===== src/rtl/if_stage.sv =====
// Instruction fetch stage: PC register, next-PC selection and IF/ID register.
// One bubble per taken redirect; no delay slot.
module if_stage #(
  parameter logic [31:0] RESET_PC = 32'h0040_0000,
  parameter logic [31:0] NOP_WORD = 32'h0000_0000
) (
  input  logic        clk,
  input  logic        reset,
  input  logic        stall,
  input  logic [1:0]  jump,
  input  logic [25:0] jump_index,
  input  logic [31:0] jr_target,
  input  logic        branch_taken,
  input  logic [31:0] branch_target,
  output logic [31:0] imem_addr,
  input  logic [31:0] imem_data,
  output logic [31:0] instr_id,
  output logic [31:0] pc4_id,
  output logic [5:0]  op_code,
  output logic [5:0]  funct_code,
  output logic        valid_id,
  output logic        misaligned,
  output logic [31:0] fetch_count
);

  logic [31:0] pc_q, pc_d;
  logic [31:0] instr_q, instr_d;
  logic [31:0] pc4_q, pc4_d;
  logic [31:0] cnt_q, cnt_d;
  logic        valid_q, valid_d;
  logic        mis_q, mis_d;

  logic [31:0] pc_plus4;
  logic [31:0] jr_tgt;
  logic [31:0] j_tgt;
  logic        take_jr;
  logic        take_j;
  logic        take_br;
  logic        redirect;

  assign pc_plus4 = pc_q + 32'd4;
  assign jr_tgt   = {jr_target[31:2], 2'b00};
  assign j_tgt    = {pc4_q[31:28], jump_index, 2'b00};

  // A bubble in IF/ID cannot redirect; jump=11 behaves like no jump.
  assign take_jr  = valid_q && (jump == 2'b10);
  assign take_j   = valid_q && (jump == 2'b01);
  assign take_br  = valid_q && branch_taken;
  assign redirect = take_jr || take_j || take_br;

  // Next state: stall holds, redirect flushes, otherwise fetch sequentially.
  always_comb begin
    pc_d    = pc_q;
    instr_d = instr_q;
    pc4_d   = pc4_q;
    valid_d = valid_q;
    cnt_d   = cnt_q;
    mis_d   = 1'b0;
    if (!stall) begin
      pc4_d = pc_plus4;
      if (redirect) begin
        instr_d = NOP_WORD;
        valid_d = 1'b0;
        if (take_jr) begin
          pc_d  = jr_tgt;
          mis_d = |jr_target[1:0];
        end else if (take_j) begin
          pc_d = j_tgt;
        end else begin
          pc_d = branch_target;
        end
      end else begin
        pc_d    = pc_plus4;
        instr_d = imem_data;
        valid_d = 1'b1;
        cnt_d   = cnt_q + 32'd1;
      end
    end
  end

  // State registers; reset clears everything without waiting for clk.
  always_ff @(posedge clk or posedge reset) begin
    if (reset) begin
      pc_q    <= RESET_PC;
      instr_q <= NOP_WORD;
      pc4_q   <= 32'd0;
      valid_q <= 1'b0;
      mis_q   <= 1'b0;
      cnt_q   <= 32'd0;
    end else begin
      pc_q    <= pc_d;
      instr_q <= instr_d;
      pc4_q   <= pc4_d;
      valid_q <= valid_d;
      mis_q   <= mis_d;
      cnt_q   <= cnt_d;
    end
  end

  assign imem_addr   = pc_q;
  assign instr_id    = instr_q;
  assign pc4_id      = pc4_q;
  assign op_code     = instr_q[31:26];
  assign funct_code  = instr_q[5:0];
  assign valid_id    = valid_q;
  assign misaligned  = mis_q;
  assign fetch_count = cnt_q;

endmodule


===== config.mk =====
export PLATFORM = sky130hd
export DESIGN_NAME = if_stage
export DESIGN_NICKNAME = d
export VERILOG_FILES = /design/src/rtl/if_stage.sv
export SDC_FILE = /design/constraint.sdc
export NUM_CORES = 1
export LEC_CHECK = 0
export CAP_MARGIN = 40
export CORE_MARGIN = 3
export CORE_UTILIZATION = 45
export DETAILED_ROUTE_END_ITERATION = 7
export PLACE_DENSITY = 0.82
export SYNTH_ARGS = -nofsm -noshare
export SYNTH_HDL_FRONTEND = slang
export SYNTH_SLANG_ARGS = --single-unit

===== constraint.sdc =====
create_clock -name clk -period 5.4 [get_ports clk]
set_input_delay 1.08 -clock clk [delete_from_list [all_inputs] [get_ports clk]]
set_output_delay 1.08 -clock clk [all_outputs]
set_load 0.01 [all_outputs]

==> summary.md <==
| Metric | Value |
|---|---|
| Antenna viol nets, final | `0` |
| Pins Over Slew Limit | `0` |
| Pwr dens | `368 nW/um2` |
| Register area | `~3300 um2` |
| Seq cells post-synth | `130` |
| Slowest CP cell | `nor4_4` |
| Clk slew on worst S/H paths | `0.06 ns` |
| Slew margin rel. | `40.8%` |
| RSZ-0062 raised after global routing | `no` |
| Reg-to-Reg End | `imem_addr[6]` |
| Root Buffer | `clkbuf_16` |
| Hold_ws | `0.477 ns` |
| Most used cell along the critical path | `buf_4` |
| Die X-Extent | `roughly 130 um` |
| Run status | `complete, no violations` |
| WP buf/inv | `3` |
| # hold bufs at CTS | `0` |
| Vias per Instance | `~5.5` |
| DRC errors left | `0` |
| Largest net degree at the start of global routing | `127` |
| Mapped Cells | `roughly 780` |
| Synth Area in Compound Gates | `16.1%` |
| Worst Path Arrival | `3.61 ns` |
| Peak supply drop | `around 0.21 mV` |
| Initial Utilization | `between 40% and 50%` |
| GR Util All Layers | `between 20% and 30%` |
| Die area | `around 17000 um2` |
| Worst reg-to-reg setup slack | `around 2.6 ns` |
| Router iterations before antenna repair | `5` |
| HPWL reported at the end of detailed placement | `16300 um` |
| Post-Synth Adder-Cell Area | `0.353%` |
| Die Y | `131 um` |
| Largest family of logic cells by synthesized area | `simple AND/OR/NAND/NOR gates` |
| CP Class | `input port to register` |
| CP max stage delay | `0.59 ns` |
| Post-cts sizing count | `0` |
| Ys flop type | `dfrtp_1` |
| WHS Endpoint | `fetch_count[31]` |
| Clock Skew | `0.00862 ns` |
| Fmax | `304 MHz` |
| Slew @ Worst Pin | `about 0.88 ns` |
| DRT iter0 DRCs | `509` |
| I/O Buffers | `269` |
| Core area | `about 15000 um2` |
| Crit path launch type | `input port` |
| Vias in the first global route | `6501` |
| YS warnings | `0` |
| P&R area growth vs syn | `47.3%` |
| Pre-CTS setup slack | `1.68 ns` |
| Drt total wl | `22300 um` |
| Final setup violation count | `0` |
| Post-CTS Setup Inserts | `0` |
| Fill count | `1217` |
| FFs w/ async S/R, synth | `100%` |
| Leakage | `about 4.2 nW` |
| Crit-path cells | `clkdlybuf4s50_1, buf_4, nor2b_1, o31a_1, buf_4, nor4_4, nand2_1, xnor2_1` |
| Post-Route Setup TNS | `0 ns` |
| Crit path required time | `5.72 ns` |
| Mapped cell area | `7080 um2` |
| Min setup slack post-route | `2.11 ns` |
| Final worst path period share | `60.8%` |
| # clock sinks | `130` |
| Clk buf depth | `2` |
| Via count | `about 6.8k` |
| Initial antenna violation count | `0` |
| Count of final hold-check violations | `0` |
| Synth area leader | `dfrtp_1` |
| Row cnt | `45` |
| Nets | `1138` |
| Peak fanout along the critical path | `31` |
| Global-route wire length before repair | `approximately 35000 um` |
| Synth top area share | `45.6%` |
| HP Start | `fetch_count[31]` |
| Synth Net Count | `between 900 and 1k` |
| Synth Area in XOR/XNOR | `7.30%` |
| CP top delay family | `buffers and inverters` |
| Mux share of post-synthesis cell area | `3.22%` |
| Multi-input gate area | `3460 um2` |
| Total power | `3.84 mW` |
| Diodes inserted | `0` |
| Synth unique cells | `60` |
| Top cells by area, synth | `dfrtp_1, nand2_1, o21ai_0` |
| Maxcap violations | `0` |
| DR WL/cell | `18.1 um` |
| Seq/Total Area, Yosys | `between 40 and 50%` |
| Reg2reg start | `valid_id` |
| Fin crit period | `3.29 ns` |
| Worst-Skew Late Latency | `0.42 ns` |
| Synth Area per Inst | `9.04 um2` |
| Total CTS buffers | `17` |
| Total gr overflow | `0` |
| Post-Synth Simple-Gate Area | `21.8%` |
| Clock H-tree levels | `4` |
| TritonCTS clock tree | `yes` |
| Num ports | `270` |
| Placer Congestion | `0.863` |
| Depth of the worst register-to-register path | `5` |
| Worst min-delay path category | `register to register` |
| EDFF count, synth | `0` |
| Layout cells sized above 1 | `6.46%` |
| Hold depth | `1` |
| Setup crit end kind | `register` |
==> stage by stage <==
stage	utilization, %	cell area [um2]	cells
after floorplan	-	7080	783
final	68.1	10400	1232
after global routing	68.1	10400	1232
after global placement	63.8	9770	1197
after CTS	68.1	10400	1232
after detailed placement	64.1	9820	1200
==> routing by layer <==
| layer | track usage, % | routed length (um) | share of wire (%) |
|---|---|---|---|
| met4 | 7.41 | 374 | 1.7 |
| met3 | 6.28 | 1640 | 7.3 |
| met2 | 40.6 | 10800 | 48 |
| met5 | 0 | 0 | 0 |
| met1 | 34.4 | 9560 | 43 |
==> worst max-delay path by stage <==
stage / startpoint / endpoint / slack (ns) / cells after the start
2_1_floorplan: reset / fetch_count[0] / 0.85 / 1
3_5_place_dp: jump[1] / fetch_count[26] / 1.68 / 8
4_1_cts: jump[1] / fetch_count[28] / 2.11 / 8
5_1_grt: jump[1] / fetch_count[28] / 1.92 / 8
3_3_place_gp: jump[1] / imem_addr[6] / 1.66 / 7
6_report: jump[1] / fetch_count[13] / 2.11 / 8
==> cell families (layout without fill, tap and decap cells) <==
family | after synthesis | count (layout)
buffers and inverters | 81 | 319
AND/OR/NAND/NOR | 309 | 309
multiplexers | 22 | 22
AO/OA/AOI/OAI | 180 | 180
adder cells (fa/ha/maj) | 2 | 2
flip-flops | 130 | 130
XOR/XNOR | 59 | 59
==> placed cells by master (no fill, tap or decap), drive strengths merged, types with 13 or more instances in the layout <==
cell,Yosys,routed
dfrtp,129,129
nand2,145,145
nand3,43,43
clkbuf,45,18
xnor2,35,35
nor2,29,29
nor3,13,13
xor2,24,24
a21oi,24,24
o221ai,14,14
mux2i,16,16
o22ai,17,17
nand4,18,18
clkdlybuf4s50,0,268
and4,13,13
o21ai,74,74
inv,6,14
==> flip-flops by register name (all words and copies together), names as in the netlist <==
signal       cells
fetch_count     32
misaligned       1
imem_addr       32
pc4_id          32
instr_id        32
valid_id         1
==> final cells by class <==
| cell class | instances | area share, % |
|---|---|---|
| Multi-Input combinational cell | 572 | 33.2 |
| Sequential cell | 130 | 31.2 |
| Timing Repair Buffer | 280 | 26.9 |
| Clock buffer | 18 | 4.21 |
| Tap cell | 211 | 2.53 |
| Clock inverter | 14 | 1.61 |
| Inverter | 7 | 0.300 |
==> cell usage after synthesis, types with 16 or more instances <==
cell type,n
a21oi_1,24
clkbuf_1,45
dfrtp_1,129
mux2i_1,16
nand2_1,145
nand3_1,43
nand4_1,16
nor2_1,29
o21ai_0,74
o22ai_1,17
xnor2_1,35
xor2_1,24
==> power breakdown <==
group          internal [mW]  switching, mW
Sequential              1.17          0.261
Clock                  0.709          0.477
Combinational          0.665          0.557
Total                   2.54           1.30
Power figures use the tool's default switching activity.
